## config.mk

```make
export PLATFORM = sky130hd
export DESIGN_NAME = fp16_acc_seq
export DESIGN_NICKNAME = d
export VERILOG_FILES = /design/src/rtl/fp16_acc_seq.sv
export SDC_FILE = /design/constraint.sdc
export NUM_CORES = 1
export LEC_CHECK = 0
export ABC_AREA = 1
export CAP_MARGIN = 15
export CELL_PAD_IN_SITES_DETAIL_PLACEMENT = 0
export CELL_PAD_IN_SITES_GLOBAL_PLACEMENT = 1
export CORE_UTILIZATION = 24
export DETAILED_ROUTE_END_ITERATION = 10
export MAX_ROUTING_LAYER = met4
export PLACE_DENSITY_LB_ADDON = 0.1
export SETUP_SLACK_MARGIN = 0.15
export SYNTH_ARGS = -nofsm -noshare
export SYNTH_HDL_FRONTEND = slang
export SYNTH_SLANG_ARGS = --single-unit
```

## constraint.sdc

```tcl
create_clock -name clk_i -period 1.8 [get_ports clk_i]
set_input_delay 0.18 -clock clk_i [delete_from_list [all_inputs] [get_ports clk_i]]
set_output_delay 0.18 -clock clk_i [all_outputs]
set_load 0.02 [all_outputs]
```

## src/rtl/fp16_acc_seq.sv

```systemverilog
// Streaming FP16 accumulator sequencer: feeds an external combinational FP16 adder
// with {running sum, new operand}, registers its result and reports sum/count/overflow.
module fp16_acc_seq #(
    parameter int          CNT_W   = 8,
    parameter logic [15:0] OVF_PAT = 16'hFFFF
) (
    input  logic             clk_i,
    input  logic             rst_i,
    input  logic             in_valid_i,
    output logic             in_ready_o,
    input  logic [15:0]      in_data_i,
    input  logic             in_last_i,
    output logic [15:0]      add_a_o,
    output logic [15:0]      add_b_o,
    input  logic [15:0]      add_sum_i,
    output logic             sum_valid_o,
    input  logic             sum_ready_i,
    output logic [15:0]      sum_o,
    output logic [CNT_W-1:0] cnt_o,
    output logic             ovf_o,
    output logic [1:0]       dbg_state_o
);

    typedef enum logic [1:0] {
        S_IDLE = 2'd0,
        S_ACC  = 2'd1,
        S_DONE = 2'd2
    } state_t;

    localparam logic [CNT_W-1:0] CNT_ONE = {{(CNT_W-1){1'b0}}, 1'b1};
    localparam logic [CNT_W-1:0] CNT_MAX = {CNT_W{1'b1}};

    state_t           state_q, state_d;
    logic [15:0]      acc_q, acc_d;
    logic [CNT_W-1:0] cnt_q, cnt_d;
    logic             ovf_q, ovf_d;
    logic             accept;
    logic             xfer;

    // Valid/ready: a beat moves on a cycle where valid and ready are both high;
    // the producer holds its payload steady until that cycle, ready never waits on valid.
    assign in_ready_o  = !rst_i && (state_q != S_DONE);
    assign sum_valid_o = (state_q == S_DONE);
    assign accept      = in_valid_i && in_ready_o;
    assign xfer        = sum_valid_o && sum_ready_i;

    assign add_a_o     = acc_q;
    assign add_b_o     = in_data_i;
    assign sum_o       = acc_q;
    assign cnt_o       = cnt_q;
    assign ovf_o       = ovf_q;
    assign dbg_state_o = state_q;

    always_comb begin
        state_d = state_q;
        acc_d   = acc_q;
        cnt_d   = cnt_q;
        ovf_d   = ovf_q;
        case (state_q)
            S_IDLE: begin
                if (accept) begin
                    // First operand loads directly; the adder is not asked to add zero.
                    acc_d   = in_data_i;
                    cnt_d   = CNT_ONE;
                    ovf_d   = 1'b0;
                    state_d = (in_last_i || (CNT_ONE == CNT_MAX)) ? S_DONE : S_ACC;
                end
            end
            S_ACC: begin
                if (accept) begin
                    cnt_d = cnt_q + CNT_ONE;
                    if (!ovf_q) begin
                        acc_d = add_sum_i;
                        ovf_d = (add_sum_i == OVF_PAT);
                    end else begin
                        // Once overflowed the sum stays saturated for the rest of the burst.
                        acc_d = OVF_PAT;
                    end
                    state_d = (in_last_i || (cnt_d == CNT_MAX)) ? S_DONE : S_ACC;
                end
            end
            S_DONE: begin
                if (xfer) begin
                    state_d = S_IDLE;
                    acc_d   = 16'h0000;
                    cnt_d   = '0;
                end
            end
            default: begin
                state_d = S_IDLE;
            end
        endcase
    end

    always_ff @(posedge clk_i) begin
        if (rst_i) begin
            state_q <= S_IDLE;
            acc_q   <= 16'h0000;
            cnt_q   <= '0;
            ovf_q   <= 1'b0;
        end else begin
            state_q <= state_d;
            acc_q   <= acc_d;
            cnt_q   <= cnt_d;
            ovf_q   <= ovf_d;
        end
    end

endmodule

```

==> results.toml, run 1 <==
[run_status]
status = "complete, no violations"

[critical_path]
worst-setup-path-type = "register to register"
max_stage_delay_ns = 0.37
crit_fanout = 8
cp_top_family = "buffers and inverters"
start_kind = "register"
arrival_ns = 1.81
cp.required_ns = 1.96
critPathCaptureType = "register"
crit_chain = "inv_1 > ha_2 > inv_4 > nand2_2 > o21ai_4 > clkinv_4 > buf_12 > o21ai_1 > a21oi_1"
slowest_stage = "dfxtp_4"
cp_num_buf_inv = 4

[global_routing]
grt_antenna_before_repair = 0
grt.total_usage_pct = 14.8
grt_pass1_wl_microns = 9380
grt_overflow = 0
grt_max_degree = 26
grt_pass1_vias = 1864

[routing]
dr.pass1.iters = 4
wl_per_cell_microns = 13.1
ant_nets = 0
viasPerCell = 4.38
dr.first_iter.drc_count = 72
drc = 0
wl_microns = 5710
vias = 1908

[layout]
stdcell_area_sq_um = 2980
areaGrowthSynthToFinish_pct = 59.5
fillers = 787
final_core_util_pct = 40.2
fin_cells = 436
diodes = 0
nets = 380
drive_gt1_share_pct = 22.6

[floorplan]
die_w_microns = 90.3
coreArea_sq_um = 7410
fp.dieH_microns = 90.3
ios = 98
std_cell_rows = 31
die-area_sq_um = 8150
start_util_pct = 25.2

[cts]
clockBufferDepth = 2
cts_tree = "built"
clkSinkCount = 27
clock_latency_ns = 0.27
cts_made_buffers = 3
cts-root-buf = "clkbuf_8"
cts.reportedPaths.clkPinSlew_ns = 0.10
cts-hold-fix-buffers = 0
cts_max_level = 1

[timing]
slew_headroom_pct = 68.2
fin_crit_ns = 1.66
clock_skew_ns = 0.00183
layout_setup_ws_ns = 0.141
worstMarginPinSlew_ns = 0.473
setup_viol = 0
whs_ns = 0.490
rsz0062_at_grt = "true"
final.period_utilization_pct = 92.2
hold_viol_final = 0
setup_tns_ns = 0
report.final.slew_viol_count = 0
max_freq_mhz = 603

[yosys]
synth_seq_cells = 27
synthesis.area_sq_um = 1870
synth_cells = 261
ys_seq_area_share_pct = 28.9
synth_nets = 303
synth.distinct_cells = 28
avgSynthCellArea_sq_um = 7.16
yosysWarnings = 0

[pwr]
ir_drop_mv = 0.912
leakage_nw = 1.08
power_mw = 4.50
power_density_nw_per_um2 = 1510

[placement]
postPlaceCellArea_sq_um = 2780
io_buffers = 97
hpwl_microns = 4380
dp.cells = 427
routabilityCongestion = 0.780
pre_cts_ws_ns = 0.0285

[job]
maxCapViolCount = 0

[min_path]
hold_path.class = "register to register"
layer usage:
layer	routed length, microns	global-route usage [%]	up-vias
met5	0	-	-
met1	2710	19.4	869
met4	29	2.82	0
met3	231	1.94	2
met2	2730	24.4	63
li1	-	-	974
worst register-to-register path: stages (launching register included):
cell,delay (ns)
dfxtp_4,0.37
inv_1,0.06
ha_2,0.20
inv_4,0.08
nand2_2,0.07
o21ai_4,0.24
clkinv_4,0.15
buf_12,0.17
o21ai_1,0.12
a21oi_1,0.08
synth_stat cells (all sizes together):
| cell type | count | area share [%] |
|---|---|---|
| ha | 5 | 3.3 |
| nand3 | 11 | 2.9 |
| nor4 | 1 | 0.33 |
| buf | 38 | 17 |
| nor2 | 12 | 3.2 |
| nand2 | 69 | 15 |
| a21oi | 29 | 9.6 |
| nor3 | 1 | 0.27 |
| o21bai | 1 | 0.40 |
| or2 | 1 | 0.33 |
| inv | 20 | 4.1 |
| clkbuf | 5 | 1.0 |
| nand4 | 6 | 2.0 |
| dfxtp | 27 | 29 |
| o21ai | 34 | 12 |
| clkinv | 1 | 0.20 |
path summary, 6_finish.rpt:
check                              startpoint                       to  slack (ns)  cells past startpoint
setup reg to reg  dbg_state_o[1]$_SDFFE_PP0P_  add_a_o[9]$_SDFFE_PP0P_        0.14                      9
hold / removal        add_a_o[5]$_SDFFE_PP0P_  add_a_o[5]$_SDFFE_PP0P_        0.49                      2
hold reg to reg       add_a_o[5]$_SDFFE_PP0P_  add_a_o[5]$_SDFFE_PP0P_        0.49                      2
setup / recovery  dbg_state_o[1]$_SDFFE_PP0P_  add_a_o[9]$_SDFFE_PP0P_        0.14                      9
state kept, by name, indices dropped and copies added, names as in the netlist:
register / cells
dbg_state_o: 2
cnt_o: 8
ovf_o: 1
add_a_o: 16
area by class of cell:
class | count | area [sq um] | share of cell area, %
Timing Repair Buffer | 115 | 1180 | 39.6
Tap cell | 99 | 124 | 4.15
Clock buffer | 4 | 45.0 | 1.51
Inverter | 21 | 88.8 | 2.98
Multi-Input combinational cell | 170 | 993 | 33.3
Sequential cell | 27 | 551 | 18.5
logic make-up (layout without fill, tap and decap cells):
family / Yosys count / count (layout) / share of synthesized area, %
buffers and inverters: 64 / 140 / 22.3
AO/OA/AOI/OAI: 64 / 64 / 21.7
AND/OR/NAND/NOR: 101 / 101 / 23.8
adder cells (fa/ha/maj): 5 / 5 / 3.35
flip-flops: 27 / 27 / 28.9
cell usage in the layout (no fill, tap or decap):
cell	Yosys	routed
a21oi_1	22	22
a21oi_2	6	6
a21oi_4	1	1
buf_12	1	3
buf_16	0	1
buf_4	33	9
buf_6	3	5
clkbuf_1	5	1
clkbuf_8	0	3
clkdlybuf4s50_1	0	95
clkinv_4	0	1
dfxtp_1	27	23
dfxtp_2	0	2
dfxtp_4	0	2
dlygate4sd2_1	0	2
ha_1	5	1
ha_2	0	3
ha_4	0	1
inv_1	18	16
inv_2	1	2
inv_4	1	2
nand2_1	63	53
nand2_2	6	14
nand2_4	0	2
nand3_1	11	10
nand3_2	0	1
nand4_1	6	6
nor2_1	10	9
nor2_2	0	1
nor2_4	2	2
nor3_1	1	1
nor4_1	1	1
o21ai_0	13	6
o21ai_1	10	14
o21ai_2	10	12
o21ai_4	1	2
o21bai_1	1	1
or2_2	1	1
where the power goes:
part	switching, mW	total (mW)	internal [mW]	leakage [nW]
combinational	1.68	3.25	1.57	0.835
sequential	0.134	0.895	0.761	0.223
clock	0.198	0.356	0.159	0.0228
what timing repair did:
item                       in CTS  in global routing
gates cloned                    1                  0
resized for setup              26                 17
hold endpoints to repair        0                  0
pin swaps                      11                  4
setup endpoints to repair      26                 28
buffers inserted                3                  1
Power figures use the tool's default switching activity.
==> run 2, diff against run 1 <==
--- a/config.mk
+++ b/config.mk
@@ -14,6 +14,7 @@
 export MAX_ROUTING_LAYER = met4
 export PLACE_DENSITY_LB_ADDON = 0.1
 export SETUP_SLACK_MARGIN = 0.15
+export SLEW_MARGIN = 5
 export SYNTH_ARGS = -nofsm -noshare
 export SYNTH_HDL_FRONTEND = slang
 export SYNTH_SLANG_ARGS = --single-unit
==> results of run 2 <==
Final layout, timing and power as in run 1 (identical DEF).
==> run 3, diff against run 2 <==
==> constraint.sdc (replaced) <==
create_clock -name clk_i -period 1.5 [get_ports clk_i]
set_input_delay 0.15 -clock clk_i [delete_from_list [all_inputs] [get_ports clk_i]]
set_output_delay 0.15 -clock clk_i [all_outputs]
set_load 0.02 [all_outputs]
==> results.toml, run 3 (same netlist as run 1, synthesis figures left out) <==
[run_status]
status = "complete, but fails checks"
violations = "setup timing"

[timing]
slew_headroom_pct = 70.2
hold_viol_final = 0
final.period_utilization_pct = 111
rsz0062_at_grt = "true"
clock_skew_ns = 0.00510
layout_setup_ws_ns = -0.162
max_freq_mhz = 602
setup_viol = 25
fin_crit_ns = 1.66
report.final.slew_viol_count = 0
whs_ns = 0.493
worstMarginPinSlew_ns = 0.442

[floorplan]
die_w_microns = 90.3
start_util_pct = 25.2
ios = 98
fp.dieH_microns = 90.3
die-area_sq_um = 8150
std_cell_rows = 31
coreArea_sq_um = 7410

[critical_path]
crit_fanout = 8
cp.required_ns = 1.66
worst-setup-path-type = "register to register"
start_kind = "register"
arrival_ns = 1.82
critPathCaptureType = "register"

[global_routing]
grt_antenna_before_repair = 0
grt_pass1_vias = 1889
grt_overflow = 0
grt_pass1_wl_microns = 9130
grt.total_usage_pct = 14.0
grt_max_degree = 26

[pwr]
switching_power_mw = 2.45
p_int_mw = 2.90
swShare_pct = 45.8
p_seq_share_pct = 20.3
p_comb_share_pct = 71.6
leakage_nw = 1.34
power_density_nw_per_um2 = 1760
p_clk_share_pct = 8.0
ir_drop_mv = 0.860

[job]
maxCapViolCount = 0

[layout]
final_cell_mix = "dlygate4sd2_1, nand2_1, clkdlybuf4s50_1"
final_core_util_pct = 40.9
stdcell_area_sq_um = 3030
drive_gt1_share_pct = 28.6
diodes = 0
areaGrowthSynthToFinish_pct = 62.2
layout_commonest_cell = "dlygate4sd2_1"
fin_cells = 449
largest_register_ffs = 16
nets = 393

[cts]
cts_max_level = 1
cts.reportedPaths.clkPinSlew_ns = 0.10
clkSinkCount = 27
cts-root-buf = "clkbuf_8"
cts_made_buffers = 3
clockBufferDepth = 2
cts_tree = "built"
clock_latency_ns = 0.28

[min_path]
hold_path.class = "register to register"

[placement]
routabilityCongestion = 0.754
hpwl_microns = 4210
dp.cells = 439
pre_cts_ws_ns = -0.233
postPlaceCellArea_sq_um = 2890
io_buffers = 97

[routing]
ant_nets = 0
viasPerCell = 4.30
vias = 1932
wl_per_cell_microns = 12.5
dr.pass1.iters = 4
drc = 0
wl_microns = 5620
dr.first_iter.drc_count = 37
[run 3: power groups by stage]
stage                     logic (mW)  registers [mW]  clock network, mW
final                           3.83            1.09              0.430
after CTS                       3.45            1.08              0.466
after global routing            4.17            1.12              0.487
after detailed placement        3.59            1.10                  0
after global placement          3.58            1.09                  0
after floorplan                 2.15            1.28                  0
[run 3: cell type report]
cell class                      count  area [sq um]
Clock buffer                        3          41.3
Clock inverter                      1          5.00
Fill cell                         800          4380
Inverter                           21          85.1
Multi-Input combinational cell    170          1030
Sequential cell                    27           554
Tap cell                           99           124
Timing Repair Buffer              128          1200
[run 3: through the flow]
step | total power [mW] | setup TNS (ns)
floorplan | 3.43 | -3.83
global placement | 4.68 | -3.68
detailed placement | 4.69 | -4.31
CTS | 4.99 | -1.98
global route | 5.78 | -4.94
finish | 5.35 | -2.41
[run 3: path summary, 6_finish.rpt]
| path | end | slack (ns) | from | cells past startpoint |
|---|---|---|---|---|
| max | add_a_o[11]$_SDFFE_PP0P_ | -0.16 | dbg_state_o[0]$_SDFFE_PP0P_ | 12 |
| min | add_a_o[5]$_SDFFE_PP0P_ | 0.49 | add_a_o[5]$_SDFFE_PP0P_ | 2 |
| max reg2reg | add_a_o[11]$_SDFFE_PP0P_ | -0.16 | dbg_state_o[0]$_SDFFE_PP0P_ | 12 |
| min reg2reg | add_a_o[5]$_SDFFE_PP0P_ | 0.49 | add_a_o[5]$_SDFFE_PP0P_ | 2 |
[run 3: per-layer routing]
| metal | wire length [microns] | global-route usage (%) | vias up |
|---|---|---|---|
| met5 | 0 | - | - |
| met4 | 33 | 3.23 | 0 |
| met3 | 234 | 2.02 | 4 |
| met2 | 2700 | 22.8 | 55 |
| met1 | 2660 | 18.4 | 871 |
| li1 | - | - | 1002 |
[run 3: critical path, stage by stage, from the launching register on]
cell and delay (ns):
dfxtp_4 0.39, inv_4 0.05, ha_4 0.17, nor2_4 0.11
nand2_2 0.08, a21oi_4 0.16, o21ai_4 0.10, inv_4 0.08
buf_12 0.13, buf_12 0.13, nand2_4 0.04, o21ai_2 0.04
a21oi_1 0.06
[run 3: repair_timing]
action | 4_1_cts | 5_1_grt
buffers inserted | 0 | 6
setup endpoints to repair | 88 | 29
pin swaps | 0 | 10
hold buffers | 0 | 0
resized for setup | 83 | 29
